File: config.mk
export PLATFORM = sky130hd
export DESIGN_NAME = taxi_mode_ctrl_flat
export DESIGN_NICKNAME = d
export VERILOG_FILES = /design/src/rtl/taxi_mode_ctrl_pkg.sv /design/src/rtl/taxi_mode_ctrl_if.sv /design/src/rtl/taxi_mode_ctrl_sec_down_timer.sv /design/src/rtl/taxi_mode_ctrl.sv /design/src/flat_wrapper.sv
export SDC_FILE = /design/constraint.sdc
export NUM_CORES = 1
export LEC_CHECK = 0
export CORE_MARGIN = 2
export CORE_UTILIZATION = 49
export DETAILED_ROUTE_END_ITERATION = 8
export PLACE_DENSITY_LB_ADDON = 0.25
export SETUP_SLACK_MARGIN = 0.15
export SLEW_MARGIN = 25
export SYNTH_ARGS = -nofsm -noshare
export SYNTH_HDL_FRONTEND = slang
export SYNTH_SLANG_ARGS = --single-unit
File: constraint.sdc
create_clock -name clk -period 0.8 [get_ports clk]
set_input_delay 0.16 -clock clk [delete_from_list [all_inputs] [get_ports clk]]
set_output_delay 0.16 -clock clk [all_outputs]
set_load 0.05 [all_outputs]
File: src/rtl/taxi_mode_ctrl_pkg.sv
// Shared taximeter definitions: mode codes (also used by the light decoder) and accumulator widths.
package taxi_mode_ctrl_pkg;

    typedef enum logic [1:0] {
        MODE_VACANT = 2'd0,
        MODE_RUN    = 2'd1,
        MODE_WAIT   = 2'd2,
        MODE_SETTLE = 2'd3
    } mode_e;

    localparam int unsigned WAIT_SEC_W = 8;
    localparam logic [WAIT_SEC_W-1:0] WAIT_SEC_MAX = '1;
    localparam logic [WAIT_SEC_W-1:0] WAIT_SEC_ONE = 1;

endpackage

File: src/rtl/taxi_mode_ctrl_if.sv
// Button/sensor inputs and mode/enable outputs of the taximeter mode controller.
interface taxi_mode_ctrl_if;
    import taxi_mode_ctrl_pkg::*;

    logic                  sec_tick;
    logic                  btn_start;
    logic                  btn_stop;
    logic                  wheel_pulse;
    logic [1:0]            light;
    logic                  dist_en;
    logic                  wait_en;
    logic                  fare_clr;
    logic [WAIT_SEC_W-1:0] wait_sec;

    modport master (
        output sec_tick, btn_start, btn_stop, wheel_pulse,
        input  light, dist_en, wait_en, fare_clr, wait_sec
    );

    modport slave (
        input  sec_tick, btn_start, btn_stop, wheel_pulse,
        output light, dist_en, wait_en, fare_clr, wait_sec
    );

endinterface

File: src/rtl/taxi_mode_ctrl_sec_down_timer.sv
// 4-bit loadable second timer: load restarts the interval, expire flags the tick that completes it.
// Latency: expire is combinational on the completing tick; load beats tick in the same cycle.
module sec_down_timer #(
    parameter logic [3:0] LIMIT = 4'd1
) (
    input  logic clk,
    input  logic rst_n,
    input  logic load,
    input  logic tick,
    output logic expire
);

    // rem counts the seconds still to go; elapsed count is LIMIT - rem
    logic [3:0] rem;

    always_ff @(posedge clk or negedge rst_n) begin
        if (!rst_n) begin
            rem <= LIMIT;
        end else if (load) begin
            rem <= LIMIT;
        end else if (tick && rem != 4'd0) begin
            rem <= rem - 4'd1;
        end
    end

    assign expire = tick & ~load & (rem == 4'd1);

endmodule

File: src/rtl/taxi_mode_ctrl.sv
// Taximeter mode sequencer (VACANT/RUN/WAIT/SETTLE) driving light code, fare enables and wait_sec.
// Latency: all outputs registered, 1 cycle after the sampling edge; no backpressure, inputs are pulses.
module taxi_mode_ctrl
    import taxi_mode_ctrl_pkg::*;
#(
    parameter int unsigned WAIT_TIMEOUT_S = 5,
    parameter int unsigned SETTLE_S       = 10
) (
    input  logic            clk,
    input  logic            rst_n,
    taxi_mode_ctrl_if.slave tm
);

    // Assert asynchronously, release two edges later in step with clk
    logic [1:0] rst_sync;
    logic       rst_core_n;

    always_ff @(posedge clk or negedge rst_n) begin
        if (!rst_n) rst_sync <= 2'b00;
        else        rst_sync <= {rst_sync[0], 1'b1};
    end
    assign rst_core_n = rst_sync[1];

    mode_e                 state_q, state_d;
    logic                  dist_en_q, dist_en_d;
    logic                  wait_en_q, wait_en_d;
    logic                  fare_clr_q, fare_clr_d;
    logic [WAIT_SEC_W-1:0] wait_sec_q, wait_sec_d;
    logic                  idle_load, idle_expire;
    logic                  settle_load, settle_expire;

    // Timers sit loaded outside their state, so every entry starts from zero
    assign idle_load   = (state_q != MODE_RUN) | tm.wheel_pulse;
    assign settle_load = (state_q != MODE_SETTLE);

    sec_down_timer #(.LIMIT(4'(WAIT_TIMEOUT_S))) u_idle_tmr (
        .clk    (clk),
        .rst_n  (rst_core_n),
        .load   (idle_load),
        .tick   (tm.sec_tick),
        .expire (idle_expire)
    );

    sec_down_timer #(.LIMIT(4'(SETTLE_S))) u_settle_tmr (
        .clk    (clk),
        .rst_n  (rst_core_n),
        .load   (settle_load),
        .tick   (tm.sec_tick),
        .expire (settle_expire)
    );

    always_ff @(posedge clk or negedge rst_core_n) begin
        if (!rst_core_n) begin
            state_q    <= MODE_VACANT;
            dist_en_q  <= 1'b0;
            wait_en_q  <= 1'b0;
            fare_clr_q <= 1'b0;
            wait_sec_q <= '0;
        end else begin
            state_q    <= state_d;
            dist_en_q  <= dist_en_d;
            wait_en_q  <= wait_en_d;
            fare_clr_q <= fare_clr_d;
            wait_sec_q <= wait_sec_d;
        end
    end

    always_comb begin
        state_d    = state_q;
        fare_clr_d = 1'b0;
        wait_sec_d = wait_sec_q;
        case (state_q)
            MODE_VACANT: begin
                if (tm.btn_start) begin
                    state_d    = MODE_RUN;
                    fare_clr_d = 1'b1;
                    wait_sec_d = '0;
                end
            end
            MODE_RUN: begin
                if (tm.btn_stop)       state_d = MODE_SETTLE;
                else if (idle_expire)  state_d = MODE_WAIT;
            end
            MODE_WAIT: begin
                if (tm.sec_tick && wait_sec_q != WAIT_SEC_MAX)
                    wait_sec_d = wait_sec_q + WAIT_SEC_ONE;
                if (tm.btn_stop)         state_d = MODE_SETTLE;
                else if (tm.wheel_pulse) state_d = MODE_RUN;
            end
            MODE_SETTLE: begin
                if (tm.btn_start) begin
                    state_d    = MODE_RUN;
                    fare_clr_d = 1'b1;
                    wait_sec_d = '0;
                end else if (settle_expire) begin
                    state_d = MODE_VACANT;
                end
            end
            default: state_d = MODE_VACANT;
        endcase
        dist_en_d = (state_d == MODE_RUN);
        wait_en_d = (state_d == MODE_WAIT);
    end

    assign tm.light    = state_q;
    assign tm.dist_en  = dist_en_q;
    assign tm.wait_en  = wait_en_q;
    assign tm.fare_clr = fare_clr_q;
    assign tm.wait_sec = wait_sec_q;

endmodule

File: src/flat_wrapper.sv
// flat-port wrapper written by rule: the top's interface ports become plain ports
module taxi_mode_ctrl_flat import taxi_mode_ctrl_pkg::*;
#(
    parameter int unsigned WAIT_TIMEOUT_S = 5,
    parameter int unsigned SETTLE_S       = 10
)
  (clk, rst_n, tm_sec_tick, tm_btn_start, tm_btn_stop, tm_wheel_pulse, tm_light, tm_dist_en, tm_wait_en, tm_fare_clr, tm_wait_sec);
  taxi_mode_ctrl_if tm_i ();
  input  logic clk;
  input  logic rst_n;
  input wire logic [$bits(tm_i.sec_tick)-1:0] tm_sec_tick;
  input wire logic [$bits(tm_i.btn_start)-1:0] tm_btn_start;
  input wire logic [$bits(tm_i.btn_stop)-1:0] tm_btn_stop;
  input wire logic [$bits(tm_i.wheel_pulse)-1:0] tm_wheel_pulse;
  output wire logic [$bits(tm_i.light)-1:0] tm_light;
  output wire logic [$bits(tm_i.dist_en)-1:0] tm_dist_en;
  output wire logic [$bits(tm_i.wait_en)-1:0] tm_wait_en;
  output wire logic [$bits(tm_i.fare_clr)-1:0] tm_fare_clr;
  output wire logic [$bits(tm_i.wait_sec)-1:0] tm_wait_sec;
  assign tm_i.sec_tick = tm_sec_tick;
  assign tm_i.btn_start = tm_btn_start;
  assign tm_i.btn_stop = tm_btn_stop;
  assign tm_i.wheel_pulse = tm_wheel_pulse;
  assign tm_light = tm_i.light;
  assign tm_dist_en = tm_i.dist_en;
  assign tm_wait_en = tm_i.wait_en;
  assign tm_fare_clr = tm_i.fare_clr;
  assign tm_wait_sec = tm_i.wait_sec;
  taxi_mode_ctrl #(.WAIT_TIMEOUT_S(WAIT_TIMEOUT_S), .SETTLE_S(SETTLE_S)) u_core (.clk(clk), .rst_n(rst_n), .tm(tm_i));
endmodule
=== After elaboration in Yosys (flattened, before gate mapping) ===
Index checks and enable logic that the tools add are counted.

* Flip-flop bits (word level): 23
* Output and inout port bits: 13
* Input port bits: 6
* Word-level logic and storage cells: 58

* Mux-type cells: 17
* Reductions and logical operators: 11
* Bitwise operators: 7
* Equality and inequality tests: 12
* Add/sub/neg operators: 3

{| class="wikitable"
|+ Operators by type and width
! cell !! count
|-
| 4-bit 2-to-1 mux || 4
|-
| 8-bit 2-to-1 mux || 2
|-
| 8-bit case mux with 2 select lines || 1
|-
| 2-bit 2-to-1 mux || 7
|-
| 8-bit by 1-bit adder with 8-bit output (second input constant) || 1
|-
| 4-bit by 1-bit == test with 1-bit output (second input constant) || 2
|-
| 8-bit != test (second input constant) || 1
|-
| 2-bit case mux with 4 select lines || 1
|-
| 4-bit nonzero test || 2
|-
| 4-bit by 1-bit subtractor with 4-bit output (second input constant) || 2
|-
| 2-bit == test (second input constant) || 3
|-
| 2-bit by 1-bit != test with 1-bit output (second input constant) || 3
|-
| 2-bit nonzero test || 3
|-
| 1-bit bitwise AND || 4
|-
| 2-bit by 1-bit == test with 1-bit output (second input constant) || 2
|-
| 1-bit logical AND || 3
|-
| 3-bit AND reduction || 1
|-
| 2-bit zero test || 1
|-
| 1-bit 2-to-1 mux || 2
|-
| 2-bit != test (second input constant) || 1
|-
| 1-bit inverter || 2
|-
| 2-bit OR reduction || 1
|-
| 1-bit OR || 1
|}

=== Logic depth before layout (Yosys ltp) ===
* Depth in word-level cells: 9
* Gate-level depth with buffers: 8

=== Cells and area by module ===
Synthesis repeated with hierarchy kept, for this count alone.

* Cells, all modules: 141
* Area, all modules: 1402.6 µm²

{| class="wikitable"
|+ Modules (own cells, without submodules)
! module !! instances !! sequential area each (µm²) !! area an instance (µm²) !! cells each
|-
| taxi_mode_ctrl || 1 || 375.4 || 894.6 || 91
|-
| sec_down_timer (u_core.u_idle_tmr) || 1 || 102.6 || 259.0 || 25
|-
| sec_down_timer (u_core.u_settle_tmr) || 1 || 102.6 || 249.0 || 25
|}

=== Worst setup path before layout ===
OpenSTA, ideal clock, no wires.

* Path type: register -> register
* Start: reg u_core.state_q[0] (netlist: u_core.tm.light[0])
* End: reg u_core.wait_sec_q[7] (netlist: u_core.tm.wait_sec[7])
* Stages on the path, launching flop included: 9
* Path slack: -1442 ps
* Period minus slack after synthesis: 2242 ps
* Library setup time: 121 ps
* Data arrival time: 2121 ps
* Required time: 679 ps
* Path through: dfrtp_1 > inv_1 > ha_1 > buf_4 > or2_2 > o2111ai_1 > buf_2 > o21ai_1 > a22o_1

* Longest elaborated chain between the ends: 4

{| class="wikitable"
|+ RTL lines
! what !! RTL line !! text
|-
| from (decl) || taxi_mode_ctrl.sv:24 || <nowiki>mode_e state_q, state_d;</nowiki>
|-
| from (signal assigned) || taxi_mode_ctrl.sv:60 || <nowiki>state_q <= state_d;</nowiki>
|-
| 2-bit == test / 2-bit zero test (equally long branches) || taxi_mode_ctrl.sv:72 || <nowiki>case (state_q)</nowiki>
|-
| 2-bit OR reduction (no source line) || n/a ||
|-
| 2-bit by 1-bit != test with 1-bit output (no source line) / 2-bit nonzero test (equally long branches) || n/a ||
|-
| 3-bit AND reduction (no source line) || n/a ||
|-
| to (signal assigned) || taxi_mode_ctrl.sv:64 || <nowiki>wait_sec_q <= wait_sec_d;</nowiki>
|-
| to (decl) || taxi_mode_ctrl.sv:28 || <nowiki>logic [WAIT_SEC_W-1:0] wait_sec_q, wait_sec_d;</nowiki>
|}

Several ways; a longest one is shown, not always the timed one.
A chain may end at the register's enable or synchronous reset.

=== Final worst setup path ===
* Start: reg u_core.state_q[0] (netlist: u_core.tm.light[0])
* End: reg u_core.wait_en_q (netlist: u_core.tm.wait_en)

* Longest elaborated chain between the ends: 9

{| class="wikitable"
|+ RTL lines
! what !! RTL line !! text
|-
| 2-bit by 1-bit != test with 1-bit output || taxi_mode_ctrl.sv:33 || <nowiki>assign idle_load = (state_q != MODE_RUN) | tm.wheel_pulse;</nowiki>
|-
| 1-bit OR || taxi_mode_ctrl.sv:33 ||
|-
| 1-bit inverter || taxi_mode_ctrl_sec_down_timer.sv:26 || <nowiki>assign expire = tick & ~load & (rem == 4'd1);</nowiki>
|-
| 1-bit bitwise AND (2 in series) || taxi_mode_ctrl_sec_down_timer.sv:26 ||
|-
| 2-bit 2-to-1 mux || taxi_mode_ctrl.sv:82 || <nowiki>else if (idle_expire) state_d = MODE_WAIT;</nowiki>
|-
| 2-bit 2-to-1 mux || taxi_mode_ctrl.sv:81 || <nowiki>if (tm.btn_stop) state_d = MODE_SETTLE;</nowiki>
|-
| 2-bit case mux with 4 select lines * || taxi_mode_ctrl.sv:72 ||
|-
| 2-bit == test * || taxi_mode_ctrl.sv:102 || <nowiki>wait_en_d = (state_d == MODE_WAIT);</nowiki>
|-
| via u_core.wait_en_d || taxi_mode_ctrl.sv:26 || <nowiki>logic wait_en_q, wait_en_d;</nowiki>
|-
| to (signal assigned) || taxi_mode_ctrl.sv:62 || <nowiki>wait_en_q <= wait_en_d;</nowiki>
|-
| to (decl) || taxi_mode_ctrl.sv:26 ||
|}

The timed path passes the listed nets; every way through them passes the cells marked *.

==> reports/metrics.cfg <==
[final_layout]
final_cells = 234
fin_nets = 221
diodes = 0
synthToLayoutAreaGrowth_pct = 83.3
drive_gt1_share_pct = 60.3
fin_util_pct = 95.7

[die]
die_y_um = 55.6
initial_core_util_pct = 52.2
core-area_um2 = 2500
ios = 19
die-area_um2 = 3090
num_rows = 18
die_x_um = 55.6

[route]
drc = 0
wl_per_cell_um = 27.0
drtAntennaViolNets = 0
route.vias.total = 1567
dr.first_iter.drc_count = 109
drt_first_pass_iters = 5
routed_wl_mm = 6.33
vias_per_cell = 6.70

[clock_tree]
cts_num_sinks = 23
ctsHtreeMaxLevel = 1
cts_inserted_buffers = 3
root_buffer = clkbuf_4
clk_pin_slew_ns = 0.15
cts_tree = yes
clock_latency_ns = 0.34
clk_path_buf_depth = 2

[critical_path]
cp.arrival_ns = 2.01
cp-start-kind = flip-flop
crit_fanout = 4
slowest_stage = dfrtp_4
crit_required_ns = 1.09
end_kind = flip-flop
critPathMaxStageDelay_ns = 0.55
path_class = reg2reg
crit_chain = buf_4 -> ha_4 -> a21oi_4 -> nand2b_4 -> o211ai_1 -> o211a_1

[yosys]
netlist_area_um2 = 1310
yosys_warnings = 0
synth_cells = 134
synth-seq-area-share_pct = 44.5
synth_seq_cells = 23
synth.distinct_cells = 38
synth_fp_nets = 150
syn_area_per_cell_um2 = 9.74

[sta]
hold_viol_final = 2
fin_ws_ns = -0.920
hold_slack_ns = -0.0228
fmax_ghz = 0.581
setup_viol = 34
rsz0062_at_grt = yes
drv_slew = 0
skew_ns = 0.0126
min_period_ns = 1.72
finalCritPeriodShare_pct = 215
tns_ns = -21.66

[status]
status = finished, violations left
violations = hold timing, setup timing

[power_and_ir_drop]
combPwrFrac_pct = 70.9
leakage_nw = 1.05
power_frac_clock_pct = 7.4
switching_share_pct = 45.6
powerDensity_nw_per_um2 = 3460
p_int_mw = 4.50
seq_power_share_pct = 21.7
p_switching_mw = 3.77
ir_drop_v = 0.00384

[run]
cap_violations = 0

[grt]
grt_pass1_wl_mm = 7.66
antenna_found_initial = 0
grt_pass1_vias = 1518
overflow = 0
grt_start_max_net_pins = 22
grt_usage_pct = 33.3

[place]
io_buffers = 18
pre_cts_ws_ns = -0.991
dp_hpwl_mm = 2.78
placed_cells = 219
finalWeightedCongestion = 0.896

[min_path]
hold_path_class = in2async

## state kept, by name, indices dropped and copies added, names as in the netlist
name                     cells
u_core.rst_sync              2
u_core.tm.dist_en            1
u_core.tm.fare_clr           1
u_core.tm.light              2
u_core.tm.wait_en            1
u_core.tm.wait_sec           8
u_core.u_idle_tmr.rem        4
u_core.u_settle_tmr.rem      4
## final timing paths
path / from / endpoint / slack, ns / cells after the start
min: rst_n / u_core.rst_sync[1] / -0.02 / 1
min in group clk: u_core.rst_sync[0] / u_core.rst_sync[1] / 0.40 / 0
max in group asynchronous: u_core.rst_sync[1] / u_core.u_settle_tmr.rem[1] / 0.37 / 1
min reg2reg: u_core.rst_sync[1] / u_core.tm.wait_sec[6] / 0.20 / 1
max reg2reg: u_core.tm.light[0] / u_core.tm.wait_en / -0.92 / 6
max: u_core.tm.light[0] / u_core.tm.wait_en / -0.92 / 6
## synth_stat cells
| cell type | n | area [um2] |
|---|---|---|
| nor2b_1 | 1 | 6.26 |
| o311ai_0 | 1 | 8.76 |
| and3_1 | 1 | 6.26 |
| o211ai_1 | 3 | 22.5 |
| nand2b_1 | 4 | 25.0 |
| o21ai_0 | 13 | 65.1 |
| or2_0 | 1 | 6.26 |
| inv_1 | 13 | 48.8 |
| buf_2 | 2 | 10.0 |
| ha_1 | 10 | 125 |
| nand3_1 | 5 | 25.0 |
| a311oi_2 | 1 | 15.0 |
| or2_2 | 2 | 12.5 |
| o41ai_2 | 1 | 16.3 |
| nor4b_2 | 1 | 15.0 |
| xor2_1 | 1 | 8.76 |
| conb_1 | 1 | 3.75 |
| o21a_1 | 2 | 15.0 |
| nor2_1 | 6 | 22.5 |
| o21ai_1 | 1 | 5.00 |
| o211a_1 | 2 | 20.0 |
| and2_1 | 4 | 25.0 |
| buf_4 | 1 | 7.51 |
| a22o_1 | 1 | 8.76 |
| dfrtp_1 | 19 | 475 |
| xnor2_1 | 4 | 35.0 |
| dfstp_2 | 4 | 105 |
| nand2_1 | 10 | 37.5 |
| nand4_1 | 2 | 12.5 |
| a21oi_1 | 4 | 20.0 |
| or3_1 | 2 | 12.5 |
| a31oi_1 | 1 | 6.26 |
| o41ai_1 | 1 | 8.76 |
| nor3_1 | 1 | 5.00 |
| o31ai_1 | 3 | 22.5 |
| o31a_1 | 1 | 8.76 |
| o2111ai_1 | 1 | 8.76 |
| a211oi_1 | 3 | 22.5 |
## logic make-up after synthesis
group           synth area share [%]
compound gates                  21.0
xor+xnor                        3.36
fa+ha+maj                       9.59
buf+inv                         5.08
flops                           44.5
other cells                    0.287
simple gates                    16.2
## cell usage in the layout, fill, tap and decap left out, types with 5 or more instances in the layout
cell type	count
nand2_1	9
buf_6	16
buf_4	34
o21ai_1	7
nand3_1	5
buf_12	14
ha_4	6
clkdlybuf4s50_1	5
inv_1	5
dfrtp_1	7
o21ai_0	5
dfrtp_2	10
## per-layer routing
metal / track usage, % / vias up / share of wire [%] / routed length (um)
met2: 57.1 / 148 / 48 / 3020
met1: 37.8 / 746 / 34 / 2180
met3: 6.98 / 62 / 8.9 / 566
li1: - / 611 / - / -
met4: 19.9 / 0 / 8.9 / 563
met5: 0 / - / 0 / 0
## worst max-delay path, delay by kind of cell (launching register included)
family / cells / cell delay [ns]
DFF: 1 / 0.55
AOI/OAI and AO/OA: 3 / 0.68
buffers and inverters: 1 / 0.18
and+or+nand+nor: 1 / 0.07
adders and majority gates: 1 / 0.19
## power by group through the flow
stage	logic [mW]	clock network, mW	registers, mW
after floorplan	1.74	0	2.42
after global placement	4.23	0	1.70
after detailed placement	4.39	0	1.72
after CTS	4.93	0.590	1.73
after global routing	6.03	0.643	1.80
final	5.86	0.611	1.80
## area by class of cell
type / instances / area [um2]
multi-input combinational: 95 / 901
tap: 30 / 37.5
clock buffer: 4 / 26.3
timing repair buffer: 69 / 766
fill: 49 / 108
sequential: 23 / 601
inverter: 13 / 61.3
## what timing repair did
action	in CTS	in global routing
endpoints found under the setup margin	34	34
endpoints found under the hold margin	2	2
pin swaps	11	12
gates resized for setup	32	15
setup buffers	4	7
## through the flow
step	area, um2	power [mW]
after floorplan	1460	4.16
after CTS	2280	7.25
after global placement	2100	5.93
final	2390	8.27
after detailed placement	2100	6.11
after global routing	2390	8.47
Power figures use the tool's default switching activity.
